**config.mk**
```make
export PLATFORM = sky130hd
export DESIGN_NAME = stream_extrema_reducer
export DESIGN_NICKNAME = d
export VERILOG_FILES = /design/src/rtl/stream_extrema_reducer.sv
export SDC_FILE = /design/constraint.sdc
export NUM_CORES = 1
export LEC_CHECK = 0
export CORE_UTILIZATION = 40
export CTS_CLUSTER_DIAMETER = 200
export DETAILED_ROUTE_END_ITERATION = 10
export GPL_TIMING_DRIVEN = 0
export HOLD_SLACK_MARGIN = 0.05
export PLACE_DENSITY = 0.68
export SKIP_CTS_REPAIR_TIMING = 1
export SYNTH_ARGS = -nofsm -noshare
export SYNTH_HDL_FRONTEND = slang
export SYNTH_SLANG_ARGS = --single-unit
export TNS_END_PERCENT = 100
```
**constraint.sdc**
```tcl
create_clock -name clk -period 12.1 [get_ports clk]
set_input_delay 1.21 -clock clk [delete_from_list [all_inputs] [get_ports clk]]
set_output_delay 1.21 -clock clk [all_outputs]
set_load 0.02 [all_outputs]
```
**src/rtl/stream_extrema_reducer.sv**
```systemverilog
// Streaming frame reducer: returns max/min (with their indices) of each LEN-sample frame of
// signed-magnitude values, held on a valid/ready output until accepted.
module stream_extrema_reducer #(
    parameter int unsigned Q   = 16,
    parameter int unsigned N   = 32,
    parameter int unsigned LEN = 4,
    localparam int unsigned IW = $clog2(LEN > 1 ? LEN : 2)
) (
    input  logic          clk,
    input  logic          reset,
    input  logic          in_valid,
    output logic          in_ready,
    input  logic [N-1:0]  in_data,
    output logic          out_valid,
    input  logic          out_ready,
    output logic [N-1:0]  out_max,
    output logic [IW-1:0] out_max_idx,
    output logic [N-1:0]  out_min,
    output logic [IW-1:0] out_min_idx
);

    // Q only documents the fixed-point format; ordering is independent of it.
    if (Q >= N || LEN < 1) begin : g_param_check
        $error("stream_extrema_reducer: need Q < N and LEN >= 1");
    end

    localparam logic [IW-1:0] LastIdx = IW'(LEN - 1);

    typedef enum logic {StAccum, StHold} state_t;

    state_t        state_q, state_d;
    logic [IW-1:0] count_q, count_d;
    logic [N-1:0]  max_q, max_d, min_q, min_d;
    logic [IW-1:0] max_idx_q, max_idx_d, min_idx_q, min_idx_d;

    // Two's-complement view of a signed-magnitude sample; -0 maps to 0 so it ties with +0.
    function automatic logic signed [N-1:0] true_val(input logic [N-1:0] s);
        logic signed [N-1:0] m;
        m = $signed({1'b0, s[N-2:0]});
        return s[N-1] ? -m : m;
    endfunction

    always_ff @(posedge clk) begin
        if (reset) begin
            state_q   <= StAccum;
            count_q   <= '0;
            max_q     <= '0;
            min_q     <= '0;
            max_idx_q <= '0;
            min_idx_q <= '0;
        end else begin
            state_q   <= state_d;
            count_q   <= count_d;
            max_q     <= max_d;
            min_q     <= min_d;
            max_idx_q <= max_idx_d;
            min_idx_q <= min_idx_d;
        end
    end

    always_comb begin
        state_d   = state_q;
        count_d   = count_q;
        max_d     = max_q;
        min_d     = min_q;
        max_idx_d = max_idx_q;
        min_idx_d = min_idx_q;
        unique case (state_q)
            StAccum: begin
                if (in_valid) begin
                    if (count_q == '0) begin
                        max_d     = in_data;
                        min_d     = in_data;
                        max_idx_d = '0;
                        min_idx_d = '0;
                    end else begin
                        // Strict compares so ties keep the earlier sample.
                        if (true_val(in_data) > true_val(max_q)) begin
                            max_d     = in_data;
                            max_idx_d = count_q;
                        end
                        if (true_val(in_data) < true_val(min_q)) begin
                            min_d     = in_data;
                            min_idx_d = count_q;
                        end
                    end
                    if (count_q == LastIdx) begin
                        count_d = '0;
                        state_d = StHold;
                    end else begin
                        count_d = count_q + 1'b1;
                    end
                end
            end
            StHold: begin
                if (out_ready) begin
                    state_d = StAccum;
                end
            end
            default: state_d = StAccum;
        endcase
    end

    assign in_ready    = (state_q == StAccum);
    assign out_valid   = (state_q == StHold);
    assign out_max     = max_q;
    assign out_min     = min_q;
    assign out_max_idx = max_idx_q;
    assign out_min_idx = min_idx_q;

endmodule

```
==> impl_metrics.tcl <==
set metrics [dict create \
    cts.sinks 71 \
    stdcell_count 1021 \
    ant_nets 0 \
    tritoncts "yes" \
    tns_ps 0 \
    drcViolationCount 0 \
    place_inst 1005 \
    intPower_mw 0.655 \
    die_area_um2 15900 \
    die_x_um 126 \
    cts.clk_slew.worst_paths_ps 60 \
    use_met2_pct 37.5 \
    antenna_found_initial 0 \
    yosysSeqAreaShare_pct 23.1 \
    grt_pass1_vias 5484 \
    diodes 0 \
    holdCritStartpoint "out_max_idx[0]" \
    r2r_start "out_max[0]" \
    post-place-ws_ps 5480 \
    drv_slew 0 \
    hpwlAfterDp_um 14300 \
    skew_ps 14.2 \
    synth_edf_count 0 \
    yosys-top-cells-area "dfxtp_1, ha_1, nand2b_1" \
    drt-initial-drc-count 454 \
    crit_start "in_data[0]" \
    post-route-util_pct 52.9 \
    grt_max_degree 13 \
    synthFlopType "dfxtp_1" \
    avgRoutedWirePerCell_um 18.2 \
    start_util_pct 41.7 \
    ys_types 55 \
    drt_first_pass_iters 6 \
    core_um2 14800 \
    final.setup.worst_slack_ps 5740 \
    clkPwrFrac_pct 34.3 \
    comb_power_share_pct 36.9 \
    yosys_register_bits 71 \
    htreeDepth 3 \
    port_buffers 104 \
    clock_latency_ps 360 \
    p_seq_share_pct 28.8 \
    pwr_density_cell_nw_per_um2 128 \
    gr-usage-met1_pct 33.6 \
    critPathRequiredTime_ps 12380 \
    fin_nets 930 \
    async_flop_share_pct 0 \
    drv_cap 0 \
    yosys.area.top_type_share_pct 23.1 \
    max_clock_freq_mhz 157 \
    period_share_pct 52.6 \
    wl_um 18600 \
    areaGrowthSynthToFinish_pct 26.9 \
    rows 44 \
    vias_per_cell 5.71 \
    synth_cells 717 \
    place.gp.congestion 0.880 \
    synthesis.nets 815 \
    worstSetupPathType "input port to flip-flop" \
    min_path_type "flip-flop to flip-flop" \
    grt_use_total_pct 24.0 \
    vdd_drop_max_uv 71.4 \
    status "finished clean" \
    grt-ovfl-total 0 \
    drive_above_1_share_pct 4.30 \
    reg2reg_depth 18 \
    grt_use_met3_pct 4.42 \
    grt_busiest_layer "met2" \
    clockBufferDepth 2 \
    arrival_ps 6640 \
    fillerInstances 1399 \
    power.switching_mw 0.343 \
    hold-worst-slack_ps 482 \
    ioPinCount 106 \
    rsz0062_at_grt "false" \
    syn-cell-area_um2 6150 \
    relSlewSlack_pct 51.6 \
    synth_warnings 0 \
    synth_area_leader_cell "dfxtp_1" \
    die_h_um 126 \
    min_period_ps 6360 \
    synth_area_per_cell_um2 8.57 \
    grt_pass1_wl_um 29600 \
    startpoint_type "input port" \
    power_switching_share_pct 34.4 \
    setup_viol 0 \
    leakage_nw 2.95 \
    worst_slew_pin_slew_ps 726 \
    hold_violations 0 \
    cts_root_buf "clkbuf_16" \
    path_max_fanout 10 \
    hold_depth 2 \
    cts-buffers-inserted 9 \
    num_vias 5833 \
    cp-end-kind "flip-flop" \
]
[power by group through the flow]
stage               Clock, mW  Combinational [mW]  Sequential, mW
detailed placement          0               0.365           0.292
CTS                     0.345               0.367           0.287
global route            0.358               0.407           0.291
floorplan                   0               0.223           0.306
global placement            0               0.361           0.292
finish                  0.342               0.368           0.288
[cells in the final DEF (no fill, tap or decap), drive strengths merged, types with 15 or more instances in the layout]
cell,count
clkdlybuf4s50,104
nand2b,73
o21ai,73
dfxtp,71
ha,62
xor2,52
xnor2,40
mux2i,36
clkbuf,36
nand3b,34
nand2,33
o31ai,31
nor2,23
or4,19
nand4,15
a21oi,15
[through the flow]
step | area, um2 | power [mW]
after floorplan | 6150 | 0.530
after global placement | 7420 | 0.653
after detailed placement | 7420 | 0.657
after CTS | 7800 | 1.00
after global routing | 7800 | 1.06
final | 7800 | 0.998
[sequential cells by signal, indices dropped and copies added (netlist names)]
signal / cells
count_q: 2
out_min: 32
out_max_idx: 2
out_max: 32
out_valid: 1
out_min_idx: 2
[cell families after synthesis]
group           after synthesis  synth area share, %
compound gates              166                 17.9
buf+inv                      47                 3.74
xor+xnor                     92                 13.1
flops                        71                 23.1
simple gates                243                 23.7
mux                          36                 5.86
fa+ha+maj                    62                 12.6
[area by class of cell]
cell class	count	area, um2	area share, %
Buffer	35	185	2.37
Clock buffer	11	253	3.24
Clock inverter	5	128	1.64
Inverter	12	45.0	0.578
Multi-Input combinational cell	599	4500	57.6
Sequential cell	71	1420	18.2
Tap cell	184	230	2.95
Timing Repair Buffer	104	1040	13.3
[routing by layer]
layer	wire [um]	part of all wire, %	vias to the layer above
met4	290	1.6	0
met3	1250	6.7	22
met2	8180	44	202
met1	8890	48	2749
li1	-	-	2860
met5	0	0	-
[cells in the mapped netlist (all sizes together) (2+ instances only)]
cell type / n
a21o: 14
buf: 10
xor2: 52
nand2b: 73
o21ai: 73
or4b: 2
nor2b: 7
a211oi: 5
nand3: 4
nand2: 33
mux2i: 36
o31ai: 31
or3: 10
nand3b: 34
o211ai: 2
nand4: 15
inv: 12
or4: 19
nor4: 4
or2: 2
xnor2: 40
nor3: 11
dfxtp: 71
nor3b: 2
ha: 62
o41ai: 13
clkbuf: 25
a21oi: 15
nor2: 23
[critical path, stage by stage]
cell and delay (ps):
clkdlybuf4s50_1 480, or4_4 600, or4_1 520, buf_2 200
nor2_1 180, nand3_1 210, o41ai_1 350, xnor2_1 170
ha_1 330, nand4_1 170, nor3_1 410, nand2_1 110
nor4_1 530, a211oi_2 160, xor2_1 180, o211ai_1 180
buf_4 220, buf_6 210, mux2i_1 210
[worst paths after layout]
| path | slack, ps | to |
|---|---|---|
| setup / recovery | 5740 | out_max[15] |
| hold / removal | 480 | out_max_idx[0] |
| setup reg to reg | 5960 | out_max[15] |
| hold reg to reg | 480 | out_max_idx[0] |
Power figures use the tool's default switching activity.
